### config.mk
export PLATFORM = sky130hd
export DESIGN_NAME = fazyrv_pc_ctrl
export DESIGN_NICKNAME = d
export VERILOG_FILES = /design/src/rtl/fazyrv_pc_ctrl.sv
export SDC_FILE = /design/constraint.sdc
export NUM_CORES = 1
export LEC_CHECK = 0
export BUFFER_PORTS_ARGS = -buffer_cell sky130_fd_sc_hd__buf_2
export CAP_MARGIN = 20
export CORE_AREA = 4 4 49 51
export CTS_CLUSTER_DIAMETER = 60
export DETAILED_ROUTE_END_ITERATION = 10
export DIE_AREA = 0 0 53 55
export GPL_ROUTABILITY_DRIVEN = 0
export PLACE_DENSITY = 0.7
export REMOVE_ABC_BUFFERS = 1
export SYNTH_ARGS = -nofsm -noshare
export SYNTH_HDL_FRONTEND = slang
export SYNTH_SLANG_ARGS = --single-unit
export TNS_END_PERCENT = 100
### constraint.sdc
create_clock -name clk_i -period 2.2 [get_ports clk_i]
set_input_delay 0.33 -clock clk_i [delete_from_list [all_inputs] [get_ports clk_i]]
set_output_delay 0.33 -clock clk_i [all_outputs]
set_load 0.02 [all_outputs]
### src/rtl/fazyrv_pc_ctrl.sv
// Serial next-PC sequencer: shifts a 32-bit next PC through the PC register chunk by chunk.
// Optional misalign detection is enabled by defining FAZYRV_PC_CTRL_MISALIGN_EN.
//   state | meaning
//   FLUSH | clear stale PC carry after reset (D cycles)
//   IDLE  | ready, waiting for start_i
//   SHIFT | N chunk shifts, LSB first
//   DRAIN | absorb top-chunk carry (D cycles), done_o on the last one
module fazyrv_pc_ctrl #(
  parameter int unsigned CHUNKSIZE = 2,
  parameter logic [31:0] TRAPVEC   = 32'h0000_0010,
  localparam int unsigned N        = 32 / CHUNKSIZE,
  localparam int unsigned IDXW     = (N > 2) ? $clog2(N) : 1
) (
  input  logic                 clk_i,
  input  logic                 rst_in,
  input  logic                 start_i,
  input  logic [1:0]           src_i,
  input  logic [CHUNKSIZE-1:0] tgt_i,
  input  logic [CHUNKSIZE-1:0] pc_ser_i,
  input  logic [CHUNKSIZE-1:0] pc_ser_inc_i,
  output logic                 pc_inc_o,
  output logic                 pc_shift_o,
  output logic [CHUNKSIZE-1:0] pc_din_o,
  output logic [CHUNKSIZE-1:0] link_o,
  output logic                 link_vld_o,
  output logic [IDXW-1:0]      chunk_idx_o,
  output logic                 rdy_o,
  output logic                 done_o,
  output logic                 misalign_o
);

  localparam int unsigned D = (CHUNKSIZE == 1) ? 2 : 1;
`ifdef FAZYRV_PC_CTRL_MISALIGN_EN
  localparam int FORCE_BITS = 2;
`else
  localparam int FORCE_BITS = 1;
`endif

  localparam logic [1:0] SRC_INC  = 2'd0;
  localparam logic [1:0] SRC_TGT  = 2'd1;
  localparam logic [1:0] SRC_TRAP = 2'd2;

  typedef enum logic [1:0] {S_FLUSH, S_IDLE, S_SHIFT, S_DRAIN} state_t;

  state_t          state_q, state_d;
  logic [1:0]      tmr_q;
  logic [IDXW-1:0] idx_q;
  logic [1:0]      src_q;
  logic [31:0]     trap_q;
  logic            tmr_zero;
  logic            last_chunk;
  logic            shifting;
  logic [CHUNKSIZE-1:0] din;

  assign tmr_zero   = (tmr_q == 2'd0);
  assign last_chunk = (idx_q == IDXW'(N - 1));
  assign shifting   = (state_q == S_SHIFT);

  always_ff @(posedge clk_i or negedge rst_in) begin
    if (!rst_in) state_q <= S_FLUSH;
    else         state_q <= state_d;
  end

  always_comb begin
    state_d = state_q;
    case (state_q)
      S_FLUSH: if (tmr_zero)   state_d = S_IDLE;
      S_IDLE:  if (start_i)    state_d = S_SHIFT;
      S_SHIFT: if (last_chunk) state_d = S_DRAIN;
      S_DRAIN: if (tmr_zero)   state_d = S_IDLE;
      default:                 state_d = S_FLUSH;
    endcase
  end

  always_ff @(posedge clk_i or negedge rst_in) begin
    if (!rst_in) begin
      tmr_q  <= 2'(D - 1);
      idx_q  <= '0;
      src_q  <= SRC_INC;
      trap_q <= '0;
    end else begin
      case (state_q)
        S_FLUSH, S_DRAIN: begin
          if (!tmr_zero) tmr_q <= tmr_q - 2'd1;
        end
        S_IDLE: begin
          if (start_i) begin
            src_q  <= src_i;
            idx_q  <= '0;
            trap_q <= TRAPVEC;
          end
        end
        S_SHIFT: begin
          idx_q  <= last_chunk ? '0 : idx_q + IDXW'(1);
          trap_q <= trap_q >> CHUNKSIZE;
          if (last_chunk) tmr_q <= 2'(D - 1);
        end
        default: ;
      endcase
    end
  end

  // Target chunks lose their absolute low address bits so the PC stays aligned.
  always_comb begin
    din = '0;
    case (src_q)
      SRC_INC:  din = pc_ser_inc_i;
      SRC_TGT: begin
        din = tgt_i;
        for (int j = 0; j < int'(CHUNKSIZE); j++)
          if (int'(idx_q) * int'(CHUNKSIZE) + j < FORCE_BITS) din[j] = 1'b0;
      end
      SRC_TRAP: din = trap_q[CHUNKSIZE-1:0];
      default:  din = pc_ser_i;
    endcase
  end

`ifdef FAZYRV_PC_CTRL_MISALIGN_EN
  logic mis_q;
  logic mis_hit;

  always_comb begin
    mis_hit = 1'b0;
    if (shifting && src_q == SRC_TGT)
      for (int j = 0; j < int'(CHUNKSIZE); j++)
        if (int'(idx_q) * int'(CHUNKSIZE) + j == 1 && tgt_i[j]) mis_hit = 1'b1;
  end

  always_ff @(posedge clk_i or negedge rst_in) begin
    if (!rst_in)                          mis_q <= 1'b0;
    else if (state_q == S_IDLE && start_i) mis_q <= 1'b0;
    else if (mis_hit)                     mis_q <= 1'b1;
  end

  assign misalign_o = mis_q;
`else
  assign misalign_o = 1'b0;
`endif

  assign pc_shift_o  = shifting;
  assign pc_inc_o    = shifting && (idx_q == '0);
  assign pc_din_o    = shifting ? din : '0;
  assign link_o      = shifting ? pc_ser_inc_i : '0;
  assign link_vld_o  = shifting;
  assign chunk_idx_o = idx_q;
  assign rdy_o       = (state_q == S_IDLE);
  assign done_o      = (state_q == S_DRAIN) && tmr_zero;

endmodule

; Word level (Yosys, flattened, before mapping)
; Index checks and enable logic that the tools add are counted.
[totals]
ff_bits = 42
input_bits = 11
output_inout_bits = 14
wordCells = 50
[classes]
add_sub_neg = 3
n_lt_le_gt_ge = 2
eq_ne = 10
mux = 17
n_reduce_logical = 13
[op_table]
columns = cell, count
row1 = $pmux W32 S2, 1
row2 = $mux W32, 1
row3 = $mux W2, 7
row4 = $pmux W2 S3, 2
row5 = $mux W4, 2
row6 = $pmux W4 S2, 1
row7 = $add A5 B1 Y6 const B, 1
row8 = $eq A2 B2 Y1 const B, 3
row9 = $logic_not A2 Y1, 3
row10 = $lt A6 B1 Y1 const B, 1
row11 = $ne A2 B2 Y1 const B, 3
row12 = $reduce_and A3 Y1, 2
row13 = $lt A5 B1 Y1 const B, 1
row14 = $add A4 B1 Y4 const B, 1
row15 = $eq A2 B1 Y1 const B, 2
row16 = $eq A4 B4 Y1 const B, 1
row17 = $logic_not A4 Y1, 1
row18 = $pmux W2 S2, 1
row19 = $reduce_and A2 Y1, 2
row20 = $reduce_bool A2 Y1, 2
row21 = $logic_and A1 B1 Y1, 2
row22 = $mux W1, 2
row23 = $ne A2 B1 Y1 const B, 1
row24 = $reduce_or A2 Y1, 1
row25 = $sub A2 B1 Y2 const B, 1

; Depth between registers and ports, before layout
[logic_depth]
ltp_word = 5
ltp_mapped = 6
depth_no_buf = 5

; Worst setup path before layout
; OpenSTA, ideal clock, no wires.
[synth_path]
path_type = reg-to-output
start = register state_q[0]
end = output port pc_inc_o
arrival_ps = 1885
required_time_ps = 1870
path_slack_ps = -15
path_stages_with_launch = 6
n_path_buf = 2
cell_sequence = dfrtp_1 -> inv_1 -> ha_1 -> buf_2 -> buf_2 -> nor4b_1
[synth_via]
elab_chain_cells = 2
[synth_lines]
columns = item, line
row1 = from (decl), 45  ; state_t state_q, state_d;
row2 = from (signal assigned), 61  ; else state_q <= state_d;
row3 = $eq A2 B2 Y1, 57  ; assign shifting = (state_q == S_SHIFT);
row4 = net link_vld_o, 25  ; output logic link_vld_o,
row5 = $logic_and A1 B1 Y1, 141  ; assign pc_inc_o = shifting && (idx_q == '0);
row6 = to (decl), 21  ; output logic pc_inc_o,
; The timed path passes the listed nets, and every way through them passes these cells.

; Final worst setup path
[layout_path]
start = register state_q[0]
end = output port pc_din_o[0]
[layout_via]
elab_chain_cells = 2
[layout_lines]
columns = item, line
row1 = $eq A2 B2 Y1, 57
row2 = $mux W2, 142  ; assign pc_din_o = shifting ? din : '0;
row3 = to (decl), 23  ; output logic [CHUNKSIZE-1:0] pc_din_o,
; No other way between the ends.

==> flow_metrics.tcl <==
set metrics [dict create \
    status "finished, final reports clean" \
    firstDrtPassIters 3 \
    routedWlPerCell_um 12.8 \
    endpoint "pc_din_o[0]" \
    clock_skew_ns 0.00232 \
    hpwl_um 1370 \
    yosys.area.top_type_share 0.384 \
    synth.avg_cell_area_um2 9.74 \
    period_minus_slack_ns 1.99 \
    drive_above_1_share 0.270 \
    clock_latency_ns 0.28 \
    finalPower_mw 1.26 \
    wirelength_um 1770 \
    hold_class "primary input to flip-flop" \
    fillCellCount 190 \
    dieWidth_um 53 \
    root_buffer "clkbuf_4" \
    drt_iter0_markers 1 \
    antenna_found_initial 0 \
    insertedDiodeCount 0 \
    pre_cts_ws_ns 0.305 \
    synthCells 87 \
    synth.distinct_cells 30 \
    grt_max_degree 21 \
    netlist_top_cells_area "dfrtp_1, ha_1, a22o_1" \
    clkSlewWorstSetupHoldPaths_ns 0.08 \
    synth_top_family_by_area "compound AO/OA/AOI/OAI gates" \
    p_per_area_mw_per_mm2 1250 \
    r2r-end "chunk_idx_o[3]" \
    synth_area_um2 847 \
    route.detailed.drc 0 \
    ys_seq_area_frac 0.384 \
    finalCritPeriodShare 0.904 \
    viasPerCell 5.15 \
    start_kind "flip-flop" \
    path_class "flip-flop to output pin" \
    multi_input_comb_area_um2 465 \
    leakage_nw 0.502 \
    setup_viol 0 \
    utilization 0.520 \
    worst_slew_pin_slew_ns 0.471 \
    slew_viol_final 0 \
    coreArea_mm2 0.00194 \
    r2r_slack_ns 0.55 \
    fin_area_mm2 0.00101 \
    critPathRequiredTime_ns 1.87 \
    slew_headroom 0.677 \
    worstPathArrival_ns 1.66 \
    post_dp_cell_area_um2 971 \
    grt_pass1_wl_um 2750 \
    setup_slack_ns 0.210 \
    clk_path_buf_depth 2 \
    cts_tree "done" \
    ys_ff_latch 13 \
    ir_worst_vdd_v 0.000683 \
    grt_pass1_vias 632 \
    synth_simple_gate_area_frac 0.180 \
    r2r_start "state_q[0]" \
    port_buffers 23 \
    track_usage 0.130 \
    ys_warn_count 0 \
    io_pins 25 \
    cts_sinks 13 \
    area_delta_synth_final_pct 19.2 \
    fmax_mhz 503 \
    cap_viol_max_count 0 \
    cts-buffers-inserted 3 \
    yosys.area.top_type "dfrtp_1" \
    endpoint_kind "output pin" \
    num_rows 16 \
    synth.area.mux_share 0.0620 \
    hold_violations 0 \
    fp.dieArea_mm2 0.00292 \
    fin_cells 138 \
    fin_setup_tns_ns 0 \
    rsz0062_at_grt "false" \
    synthAdderAreaFrac 0.103 \
    cp_max_fo 20 \
    reg2regPathDepth 4 \
    nets 130 \
    vias 711 \
    ff_latch_area_um2 325 \
    dieHeight_um 55 \
    grt.overflow.total 0 \
    ant_nets 0 \
    yosys.area_share.xor_xnor 0 \
    dp_cells 133 \
    crit_start "state_q[0]" \
    start_util 0.436 \
    hold_ws_ns 0.269 \
    htreeDepth 1 \
    synth_compound_area_frac 0.196 \
]
==> power breakdown <==
group          switching (mW)  internal (mW)
sequential              0.101          0.319
clock                  0.0813         0.0704
combinational           0.398          0.294
==> repair_timing <==
| item | CTS | global route |
|---|---|---|
| hold buffers | 1 | 0 |
| endpoints found under the hold margin | 13 | 0 |
| setup buffers | 0 | 0 |
| setup endpoints to repair | 0 | 2 |
| gates resized for setup | 0 | 1 |
==> worst max-delay path, stage by stage, from the launching register on <==
cell and delay, ns:
dfrtp_1 0.42, inv_1 0.09, ha_2 0.39, o21ai_0 0.14, a31oi_1 0.15, buf_2 0.18
==> registers in the layout, summed over array words and instances (netlist names) <==
| name | flops |
|---|---|
| state_q | 2 |
| chunk_idx_o | 4 |
| src_q | 2 |
| tmr_q | 2 |
| trap_q | 3 |
==> synthesized netlist by cell type, drive strengths merged <==
cell type and count:
ha 7, o22ai 2, nand2 6, nand2b 2, inv 9, mux2 2
o21ai 7, nor4b 2, nor2 1, a31oi 1, a21oi 4, and2 5
a22oi 1, and2b 1, buf 4, nor3b 2, or2b 1, a211o 1
o311ai 1, a221o 1, mux2i 3, a22o 4, a211oi 1, nand3 4
conb 1, dfrtp 13, a221oi 1
==> area by class of cell <==
| type | instances | area share |
|---|---|---|
| Timing Repair Buffer | 24 | 0.124 |
| Tap cell | 27 | 0.0335 |
| Sequential cell | 13 | 0.322 |
| Multi-Input combinational cell | 61 | 0.461 |
| Clock buffer | 4 | 0.0260 |
| Inverter | 9 | 0.0335 |
==> routing by layer <==
layer | share of wire | vias to the layer above | GRT usage
met2 | 0.46 | 21 | 0.196
met4 | 0.0079 | 0 | 0.0681
met1 | 0.48 | 330 | 0.175
li1 | - | 358 | -
met3 | 0.060 | 2 | 0.0295
met5 | 0 | - | 0
==> how the worst min path moves through the flow <==
stage | from | to | cells past startpoint
after global routing | src_i[0] | src_q[0] | 2
after CTS | src_i[0] | src_q[0] | 2
after global placement | rst_in | trap_q[4] | 1
after floorplan | rst_in | chunk_idx_o[0] | 0
after detailed placement | rst_in | trap_q[4] | 1
final | src_i[0] | src_q[0] | 2
==> logic make-up (layout without fill, tap and decap cells) <==
group,count (synthesis),in the layout
AO/OA/AOI/OAI,24,24
adder cells (fa/ha/maj),7,7
buffers and inverters,13,37
flip-flops,13,13
multiplexers,5,5
other,1,1
AND/OR/NAND/NOR,24,24
==> cells in the final DEF, fill, tap and decap left out, drive strengths merged, types with 3 or more instances in the layout <==
cell	netlist	final
buf	4	23
dfrtp	13	13
inv	9	9
ha	7	7
o21ai	7	7
nand2	6	6
and2	5	5
a22o	4	4
a21oi	4	4
nand3	4	4
clkbuf	0	4
mux2i	3	3
No activity file was read; power rests on OpenSTA's default activity.
